--- src/rtl/cpu_pkg.sv ---
`default_nettype none
// ============================================================================
//  Module      : cpu_pkg
//  Description : Shared encodings for the pipeline sequencer: sequencer state,
//                exception codes, MEM-stage control ops and control-register
//                addresses.
//  Revision    : 1.0  initial release
// ============================================================================
package cpu_pkg;

   // Sequencer state encoding
   localparam int C_STATE_W = 2;
   typedef logic [C_STATE_W-1:0] state_t;
   localparam state_t C_ST_RUN      = 2'd0;
   localparam state_t C_ST_DRAIN    = 2'd1;
   localparam state_t C_ST_REDIRECT = 2'd2;

   // Exception cause codes (0 means no exception; 1 is reserved for interrupts)
   localparam int C_EXP_CODE_W = 3;
   typedef logic [C_EXP_CODE_W-1:0] exp_code_t;
   localparam exp_code_t C_EXP_NONE     = 3'd0;
   localparam exp_code_t C_EXP_INT      = 3'd1;
   localparam exp_code_t C_EXP_UNDEF    = 3'd2;
   localparam exp_code_t C_EXP_OVERFLOW = 3'd3;
   localparam exp_code_t C_EXP_MISALIGN = 3'd4;
   localparam exp_code_t C_EXP_PRV      = 3'd5;
   localparam exp_code_t C_EXP_TRAP     = 3'd6;

   // MEM-stage control operations
   typedef logic [1:0] ctrl_op_t;
   localparam ctrl_op_t C_CTRL_OP_NOP  = 2'd0;
   localparam ctrl_op_t C_CTRL_OP_WRCR = 2'd1;
   localparam ctrl_op_t C_CTRL_OP_EXIT = 2'd2;
   localparam ctrl_op_t C_CTRL_OP_ERET = 2'd3;

   // Control-register addresses
   typedef logic [1:0] creg_addr_t;
   localparam creg_addr_t C_CREG_STATUS = 2'd0;
   localparam creg_addr_t C_CREG_EPC    = 2'd1;
   localparam creg_addr_t C_CREG_CAUSE  = 2'd2;

   // True when the MEM-stage op requests a return from exception
   function automatic logic is_eret(input ctrl_op_t op);
      return (op == C_CTRL_OP_ERET);
   endfunction

endpackage
`default_nettype wire

--- src/rtl/pipe_ctrl_creg.sv ---
`default_nettype none
// ============================================================================
//  Module      : pipe_ctrl_creg
//  Description : Exception control registers (EPC, CAUSE, STATUS) with the
//                exception/ERET latch, software write port and read mux.
//  Revision    : 1.0  initial release
// ============================================================================
module pipe_ctrl_creg
   import cpu_pkg::*;
#(
   parameter int WORD_ADDR_W = 30,
   parameter int WORD_DATA_W = 32
) (
   input  logic                   clk,
   input  logic                   reset,
   input  logic                   latch_exc,
   input  logic                   latch_eret,
   input  logic [WORD_ADDR_W-1:0] exc_pc,
   input  logic [2:0]             exc_code,
   input  logic                   wr_en,
   input  logic [1:0]             addr,
   input  logic [WORD_DATA_W-1:0] wr_data,
   output logic [WORD_DATA_W-1:0] rd_data,
   output logic [WORD_ADDR_W-1:0] epc,
   output logic                   int_en
);

   logic [WORD_ADDR_W-1:0] r_epc;
   logic [2:0]             r_cause;
   logic                   r_int_en;
   logic                   r_pre_int_en;
   logic                   w_unused_wr_hi;

   // Only the low address bits of a write land in EPC
   assign w_unused_wr_hi = ^wr_data[WORD_DATA_W-1:WORD_ADDR_W];

   // Register update: an event latch always beats a same-cycle software write
   always_ff @(posedge clk) begin
      if (reset) begin
         r_epc        <= '0;
         r_cause      <= '0;
         r_int_en     <= 1'b0;
         r_pre_int_en <= 1'b0;
      end else if (latch_exc) begin
         r_epc        <= exc_pc;
         r_cause      <= exc_code;
         r_pre_int_en <= r_int_en;
         r_int_en     <= 1'b0;
      end else if (latch_eret) begin
         r_int_en     <= r_pre_int_en;
      end else if (wr_en) begin
         case (addr)
            C_CREG_STATUS: begin
               r_int_en     <= wr_data[0];
               r_pre_int_en <= wr_data[1];
            end
            C_CREG_EPC:   r_epc   <= wr_data[WORD_ADDR_W-1:0];
            C_CREG_CAUSE: r_cause <= wr_data[2:0];
            default: ;
         endcase
      end
   end

   // Zero-extended read mux; reads return 0 while reset is held
   always_comb begin
      rd_data = '0;
      if (!reset) begin
         case (addr)
            C_CREG_STATUS: rd_data = {{(WORD_DATA_W-2){1'b0}}, r_pre_int_en, r_int_en};
            C_CREG_EPC:    rd_data = {{(WORD_DATA_W-WORD_ADDR_W){1'b0}}, r_epc};
            C_CREG_CAUSE:  rd_data = {{(WORD_DATA_W-3){1'b0}}, r_cause};
            default:       rd_data = '0;
         endcase
      end
   end

   assign epc    = r_epc;
   assign int_en = r_int_en;

endmodule
`default_nettype wire

--- src/rtl/pipe_ctrl.sv ---
`default_nettype none
// ============================================================================
//  Module      : pipe_ctrl
//  Description : Central pipeline sequencer. Generates stall/flush for the
//                IF/ID, ID/EX, EX/MEM and MEM/WB registers, resolves bus
//                stalls, load-use bubbles, exceptions, interrupts and ERET
//                redirects.
//  Revision    : 1.0  initial release
// ============================================================================
module pipe_ctrl
   import cpu_pkg::*;
#(
   parameter int                    WORD_ADDR_W = 30,
   parameter int                    WORD_DATA_W = 32,
   parameter logic [WORD_ADDR_W-1:0] EXP_VECTOR = 30'h0
) (
   input  logic                   clk,
   input  logic                   reset,
   input  logic                   if_busy,
   input  logic                   mem_busy,
   input  logic                   ld_hazard,
   input  logic                   mem_en,
   input  logic [WORD_ADDR_W-1:0] mem_pc,
   input  logic [2:0]             mem_exp_code,
   input  logic [1:0]             mem_ctrl_op,
   input  logic                   int_req,
   input  logic                   cr_we,
   input  logic [1:0]             cr_addr,
   input  logic [WORD_DATA_W-1:0] cr_wr_data,
   output logic [WORD_DATA_W-1:0] cr_rd_data,
   output logic                   if_stall,
   output logic                   id_stall,
   output logic                   ex_stall,
   output logic                   mem_stall,
   output logic                   if_flush,
   output logic                   id_flush,
   output logic                   ex_flush,
   output logic                   mem_flush,
   output logic [WORD_ADDR_W-1:0] new_pc,
   output logic                   new_pc_valid
);

   // Stall/flush vectors ordered {IF, ID, EX, MEM}
   localparam logic [3:0] C_ALL  = 4'b1111;
   localparam logic [3:0] C_NONE = 4'b0000;
   localparam logic [3:0] C_IF   = 4'b1000;
   localparam logic [3:0] C_ID   = 4'b0100;

   state_t                 r_state;
   state_t                 w_next_state;
   logic [WORD_ADDR_W-1:0] r_target;
   logic [WORD_ADDR_W-1:0] w_epc;
   logic                   w_int_en;
   logic                   w_int;
   logic                   w_exc;
   logic                   w_eret;
   logic                   w_evt;
   logic                   w_take;
   logic                   w_latch_exc;
   logic                   w_latch_eret;
   logic                   w_cr_wr;
   logic [2:0]             w_exc_code;
   logic [3:0]             w_stall;
   logic [3:0]             w_flush;

   // Event decode: an enabled interrupt outranks any synchronous code
   assign w_int      = int_req & w_int_en;
   assign w_exc      = mem_en & ((mem_exp_code != C_EXP_NONE) | w_int);
   assign w_eret     = mem_en & is_eret(mem_ctrl_op) & ~w_exc;
   assign w_evt      = w_exc | w_eret;
   assign w_exc_code = w_int ? C_EXP_INT : mem_exp_code;

   // Events are only acted on (and latched) while running; DRAIN/REDIRECT ignore them
   assign w_take       = (r_state == C_ST_RUN) & w_evt;
   assign w_latch_exc  = w_take & w_exc;
   assign w_latch_eret = w_take & w_eret;
   assign w_cr_wr      = cr_we & (r_state == C_ST_RUN) & ~w_evt;

   pipe_ctrl_creg #(
      .WORD_ADDR_W (WORD_ADDR_W),
      .WORD_DATA_W (WORD_DATA_W)
   ) u_creg (
      .clk        (clk),
      .reset      (reset),
      .latch_exc  (w_latch_exc),
      .latch_eret (w_latch_eret),
      .exc_pc     (mem_pc),
      .exc_code   (w_exc_code),
      .wr_en      (w_cr_wr),
      .addr       (cr_addr),
      .wr_data    (cr_wr_data),
      .rd_data    (cr_rd_data),
      .epc        (w_epc),
      .int_en     (w_int_en)
   );

   // State register
   always_ff @(posedge clk) begin
      if (reset) r_state <= C_ST_RUN;
      else       r_state <= w_next_state;
   end

   // Redirect target captured together with the event
   always_ff @(posedge clk) begin
      if (reset)             r_target <= '0;
      else if (w_latch_exc)  r_target <= EXP_VECTOR;
      else if (w_latch_eret) r_target <= w_epc;
   end

   // Next-state logic: an event waits in DRAIN until the data bus is free
   always_comb begin
      w_next_state = r_state;
      case (r_state)
         C_ST_RUN: begin
            if (w_evt) w_next_state = mem_busy ? C_ST_DRAIN : C_ST_REDIRECT;
         end
         C_ST_DRAIN: begin
            if (!mem_busy) w_next_state = C_ST_REDIRECT;
         end
         C_ST_REDIRECT: w_next_state = C_ST_RUN;
         default:       w_next_state = C_ST_RUN;
      endcase
   end

   // Output logic: stall/flush/redirect decoded from state and live inputs
   always_comb begin
      w_stall      = C_NONE;
      w_flush      = C_NONE;
      new_pc_valid = 1'b0;
      new_pc       = '0;
      if (reset) begin
         w_flush = C_ALL;
      end else begin
         case (r_state)
            C_ST_RUN: begin
               if (w_evt) begin
                  if (mem_busy) begin
                     w_stall = C_ALL;
                  end else begin
                     w_flush = C_ALL;
                     w_stall = C_IF;
                  end
               end else if (if_busy | mem_busy) begin
                  w_stall = C_ALL;
               end else if (ld_hazard) begin
                  w_stall = C_IF;
                  w_flush = C_ID;
               end
            end
            C_ST_DRAIN: begin
               if (mem_busy) begin
                  w_stall = C_ALL;
               end else begin
                  w_flush = C_ALL;
                  w_stall = C_IF;
               end
            end
            C_ST_REDIRECT: begin
               new_pc_valid = 1'b1;
               new_pc       = r_target;
               w_flush      = C_ALL;
            end
            default: w_flush = C_ALL;
         endcase
      end
   end

   assign if_stall  = w_stall[3];
   assign id_stall  = w_stall[2];
   assign ex_stall  = w_stall[1];
   assign mem_stall = w_stall[0];
   assign if_flush  = w_flush[3];
   assign id_flush  = w_flush[2];
   assign ex_flush  = w_flush[1];
   assign mem_flush = w_flush[0];

endmodule
`default_nettype wire
--- config.mk ---
export PLATFORM = sky130hd
export DESIGN_NAME = pipe_ctrl
export DESIGN_NICKNAME = d
export VERILOG_FILES = /design/src/rtl/cpu_pkg.sv /design/src/rtl/pipe_ctrl_creg.sv /design/src/rtl/pipe_ctrl.sv
export SDC_FILE = /design/constraint.sdc
export NUM_CORES = 1
export LEC_CHECK = 0
export BUFFER_PORTS_ARGS = -buffer_cell sky130_fd_sc_hd__buf_2
export CAP_MARGIN = 20
export CELL_PAD_IN_SITES_DETAIL_PLACEMENT = 1
export CELL_PAD_IN_SITES_GLOBAL_PLACEMENT = 1
export CORE_UTILIZATION = 29
export DETAILED_ROUTE_END_ITERATION = 8
export MAX_ROUTING_LAYER = met4
export PLACE_DENSITY = 0.86
export SLEW_MARGIN = 40
export SYNTH_ARGS = -nofsm -noshare
export SYNTH_HDL_FRONTEND = slang
export SYNTH_SLANG_ARGS = --single-unit
--- constraint.sdc ---
create_clock -name clk -period 1.9 [get_ports clk]
set_input_delay 0.38 -clock clk [delete_from_list [all_inputs] [get_ports clk]]
set_output_delay 0.38 -clock clk [all_outputs]
set_load 0.05 [all_outputs]
; ---- Word level (Yosys, flattened, before mapping)
; Index checks and enable logic that the tools add are counted.
; W data, S select, Z words.
[classes]
muxes = 38
n_eq_ne = 8
reduce_logical = 15
bitwise_logic = 14
[ops]
columns = cell, count
row1 = $mux W30, 6
row2 = $pmux W30 S3, 1
row3 = $mux W32, 1
row4 = $mux W4, 7
row5 = $mux W3, 8
row6 = $pmux W4 S2, 2
row7 = $reduce_bool A2 Y1, 6
row8 = $and A1 B1 Y1, 9
row9 = $mux W1, 9
row10 = $reduce_and A3 Y1, 3
row11 = $eq A2 B2 Y1 const B, 3
row12 = $mux W2, 3
row13 = $eq A2 B1 Y1 const B, 2
row14 = $logic_not A2 Y1, 2
row15 = $ne A2 B2 Y1 const B, 2
row16 = $pmux W2 S2, 1
row17 = $reduce_and A2 Y1, 2
row18 = $or A1 B1 Y1, 3
row19 = $reduce_bool A3 Y1, 1
row20 = $ne A2 B1 Y1 const B, 1
row21 = $not A1 Y1, 2
row22 = $reduce_or A2 Y1, 1
[totals]
out_inout_bits = 71
reg_bits = 67
wordCells = 81
input_bits = 77

; ---- Logic depth before layout (Yosys ltp)
[depth]
word_depth = 11
mapped_depth = 6
ltp_nobuf = 4

; ---- Cells and area by module
; Synthesis repeated with hierarchy kept, for this count alone.
[unflattened]
hier_cells = 381
hier_area_um2 = 3522.1
[by_module_without_submodules]
columns = mod, instances, area_each_um2, cells_per_inst
row1 = pipe_ctrl_creg, 1, 2095.8, 243
row2 = pipe_ctrl, 1, 1426.4, 138

; ---- Worst setup path before layout
; OpenSTA, ideal clock, no wires.
[synth_path]
path_type = register -> output
start = reg u_creg.r_int_en (netlist: u_creg.int_en)
end = out if_flush
path_slack_ps = -815
t_required_ps = 1520
arrival_time_ps = 2335
path_stages_with_launch = 6
cell_sequence = dfxtp_1 -> a2111oi_0 -> a21oi_1 -> nor2_1 -> o21ai_0 -> buf_4
[synth_via]
elab_chain_cells = 9
[synth_lines]
columns = item, line
row1 = start: declaration, pipe_ctrl_creg.sv:30  ; logic r_int_en;
row2 = start signal: assignment, pipe_ctrl_creg.sv:50  ; r_int_en <= r_pre_int_en;
row3 = start signal: assignment, pipe_ctrl_creg.sv:54  ; r_int_en <= wr_data[0];
row4 = $and A1 B1 Y1 *, pipe_ctrl.sv:67  ; assign w_int = int_req & w_int_en;
row5 = $or A1 B1 Y1 *, pipe_ctrl.sv:68  ; assign w_exc = mem_en & ((mem_exp_code != C_EXP_NONE) | w_int);
row6 = $and A1 B1 Y1 *, pipe_ctrl.sv:68
row7 = $not A1 Y1, pipe_ctrl.sv:69  ; assign w_eret = mem_en & is_eret(mem_ctrl_op) & ~w_exc;
row8 = $and A1 B1 Y1, pipe_ctrl.sv:69
row9 = $or A1 B1 Y1 *, pipe_ctrl.sv:70  ; assign w_evt = w_exc | w_eret;
row10 = $mux W4 *, pipe_ctrl.sv:136  ; if (w_evt) begin
row11 = $pmux W4 S2 *, pipe_ctrl.sv:134  ; case (r_state)
row12 = $mux W4 *, pipe_ctrl.sv:131  ; if (reset) begin
row13 = end: declaration, pipe_ctrl.sv:35  ; output logic if_flush,
; Every way passes the cells marked *; elsewhere a longest branch is shown, timed or not.

; ---- Final worst setup path
[layout_path]
start = reg u_creg.r_int_en (netlist: u_creg.int_en)
end = out ex_flush
[layout_via]
elab_chain_cells = 9
[layout_lines]
columns = item, line
row1 = $and A1 B1 Y1 *, pipe_ctrl.sv:67
row2 = $or A1 B1 Y1 *, pipe_ctrl.sv:68
row3 = $and A1 B1 Y1 *, pipe_ctrl.sv:68
row4 = $not A1 Y1, pipe_ctrl.sv:69
row5 = $and A1 B1 Y1, pipe_ctrl.sv:69
row6 = $or A1 B1 Y1 *, pipe_ctrl.sv:70
row7 = $mux W4 *, pipe_ctrl.sv:136
row8 = $pmux W4 S2 *, pipe_ctrl.sv:134
row9 = $mux W4 *, pipe_ctrl.sv:131
row10 = end: declaration, pipe_ctrl.sv:37  ; output logic ex_flush,
; Marked as above.

==> results.txt <==
critical path type = flop to output port
critical path required time = 1.52 ns
power dissipated by switching net loads = 1.027 mW
worst slack at placement = -0.1673 ns
Inserted Diodes = 0
drt first pass iters = 4
complex-gate fraction of the synthesized area = 17.75%
Sequential Power Share = 44.3%
signed area change from the synthesized netlist to the final layout = 58.13%
Rows = 38
aggregate global routing overflow = 0
share of final-layout standard cells stronger than drive strength 1 = 43.38%
Hold Path Origin = cr_wr_data[11]
Post-Place Cell Area = 4350 sq um
worst slack on hold paths = 0.3066 ns
asr flop ratio synth = 0%
per-instance average area after synthesis = 7.433 sq um
final-report hold violation count = 0
sequential element share of the synthesized area = 41.10%
CTS root buffer = clkbuf_8
RD Place Congestion = 0.8067
worst reg2reg path endpoint = r_target[24]
Total Negative Setup Slacks = -1.484 ns
count of clock tree sinks = 67
fin. max-slew vios = 0
violated checks = setup timing
ys flop type = dfxtp_1
internal power = 2.436 mW
number of top-level pins = 148
Max Fclk = 480.7 MHz
static leakage = 2.221 nW
Sw Share = 29.65%
antenna violations before repair = 0
total via count after detailed routing = 3658
maximum level of the CTS H-tree = 3
maximum number of pins on one net before global-route repair = 47
Final Net Count = 676
final instance area = 5160 sq um
number of unique standard cell types used by synthesis = 36
buffer levels on the longest clock path = 2
reg-to-reg critical path startpoint = u_creg.int_en
total global-route track usage = 20.90%
initial core utilization = 29.97%
area leader, netlist = dfxtp_1
simple-gate share of the synthesized area = 33.59%
post-layout power = 3.463 mW
Yosys warnings = 0
Worst Setup Slack, final = -0.1802 ns
worst hold path type = input pin to flop
Die X = 108.1 microns
DIE HEIGHT = 108.1 microns
average routed wire per standard cell = 16.66 microns
DRC violation count after routing = 0
clock tree from TritonCTS = built
final critical path time including I/O delays and setup = 2.080 ns
flip-flop and latch count after synthesis = 67
number of enable flip-flop cells after synthesis = 0
wire length of the first global-routing pass = 18290 microns
post-route fraction of the period consumed by the critical path = 109.5%
worst hold stages = 3
max-cap check violation count = 0
Max Fanout on Critical Path = 4
Iter 0 DRT Violations = 112
status = complete, but fails checks
Clock power frac = 35.8%
Logic pwr share = 19.9%
clock latency on the worst-skew pair = 0.33 ns
final core utilization = 47.39%
routed wire length = 12400 microns
final instance count without filler cells = 744
largest family of logic cells by synthesized area = simple AND/OR/NAND/NOR gates
number of setup violations in the final report = 18
cell count after synthesis = 439
most frequent cell after synthesis = nand2_1
I/O Buffers = 143
crit path capture type = output port
CTS buffer count = 9
clk_skew = 0.005171 ns
area of the die = 11680 sq um
Worst-path clk slew = 0.07 ns
Arrival @ worst endpoint = 1.70 ns
ranking of synthesized cells by instance count = nand2_1 (125), dfxtp_1 (67), and2_1 (58), nor2_1 (42), a21oi_1 (35)
unrepaired setup endpoints after global routing = true
Via-to-Cell Ratio = 4.917
total power density per cell area = 671.1 nW/um^2
standard cell core area = 10890 sq um
Peak VDD IR = 0.2904 mV
area share of the leading cell type in the synthesized netlist = 41.10%
Hold Path Sink = u_creg.epc[11]
Startpoint Class = flop
via count of the first global-routing pass = 3720
count of cells along the worst register-to-register path = 8
most area-consuming cells after synthesis = dfxtp_1 (41%), nand2_1 (14%), and2_1 (11%)
estimated wirelength of the detail-placed design = 8317 microns
multiplexer fraction of the synthesized cell area = 1.227%
area of the mapped netlist = 3263 sq um
Antenna Violating Nets Remaining = 0
worst reg-to-reg setup slack = 0.05 ns
post-synthesis share of cell area spent on full adders, half adders and majority gates = 0%
parity-gate share of the synthesized area counting xor and xnor cells = 0%
number of placed instances, taps included = 716
## final cells by class
type	count	area, sq um
tap	140	175.2
multi-input combinational	331	1927
timing repair buffer	186	1491
fill	1352	5728
clock buffer	12	155.1
sequential	67	1348
inverter	4	15.01
clock inverter	4	48.80
## per-layer routing
metal	up-vias	share of wire, %	global-route usage (%)
li1	1787	-	-
met1	1756	42	23.09
met2	101	53	37.85
met3	14	3.8	3.134
met4	0	1.5	7.436
met5	-	0	-
## power by group through the flow
stage                     Sequential [mW]  Combinational (mW)  Clock (mW)
final                                1.53               0.689        1.24
after global routing                 1.54               0.735        1.34
after CTS                            1.53               0.635        1.27
after detailed placement             1.57               0.597           0
after global placement               1.56               0.572           0
after floorplan                      1.55               0.374           0
## state kept, by name (all words and copies together), names as in the netlist
| name | flops |
|---|---|
| r_target | 30 |
| u_creg.epc | 30 |
| u_creg.r_cause | 3 |
| r_state | 2 |
| u_creg.int_en | 1 |
| u_creg.r_pre_int_en | 1 |
## how the worst max path moves through the flow
stage / startpoint / endpoint / slack [ns] / depth (start not counted)
after global routing: u_creg.int_en / ex_flush / -0.27 / 6
after CTS: u_creg.int_en / mem_flush / -0.17 / 6
after global placement: mem_exp_code[0] / mem_stall / -0.10 / 6
after floorplan: mem_exp_code[0] / id_stall / -0.07 / 5
after detailed placement: mem_exp_code[0] / mem_stall / -0.17 / 6
final: u_creg.int_en / ex_flush / -0.18 / 6
## critical path, cell delays in order (launching register included)
cell	delay, ns
dfxtp_2	0.34
a2111oi_4	0.35
a21oi_2	0.14
nor2_4	0.16
buf_6	0.13
o21ai_4	0.07
buf_6	0.17
## cell usage in the layout, fill, tap and decap left out, types with 4 or more instances in the layout
| cell type | instances |
|---|---|
| nand2_1 | 123 |
| buf_2 | 93 |
| dfxtp_1 | 64 |
| buf_4 | 47 |
| nor2_1 | 41 |
| a21oi_1 | 30 |
| a311oi_1 | 29 |
| buf_8 | 24 |
| and2_2 | 20 |
| and2_1 | 19 |
| and2_4 | 19 |
| buf_6 | 12 |
| clkbuf_8 | 11 |
| a21oi_2 | 5 |
| mux2i_1 | 4 |
| inv_1 | 4 |
| buf_12 | 4 |
## cells by family after synthesis
kind of cell	after synthesis
AOI/OAI and AO/OA	83
buffers and inverters	42
DFF	67
muxes	4
other	1
and+or+nand+nor	242
## timing repair
item | in CTS | in global routing
pin swaps | 4 | 18
endpoints found under the setup margin | 50 | 80
setup buffers | 3 | 4
gates resized for setup | 86 | 66
hold buffers | 0 | 0
gates cloned | 1 | 5
Note: power is estimated with default switching activity, not from simulation.
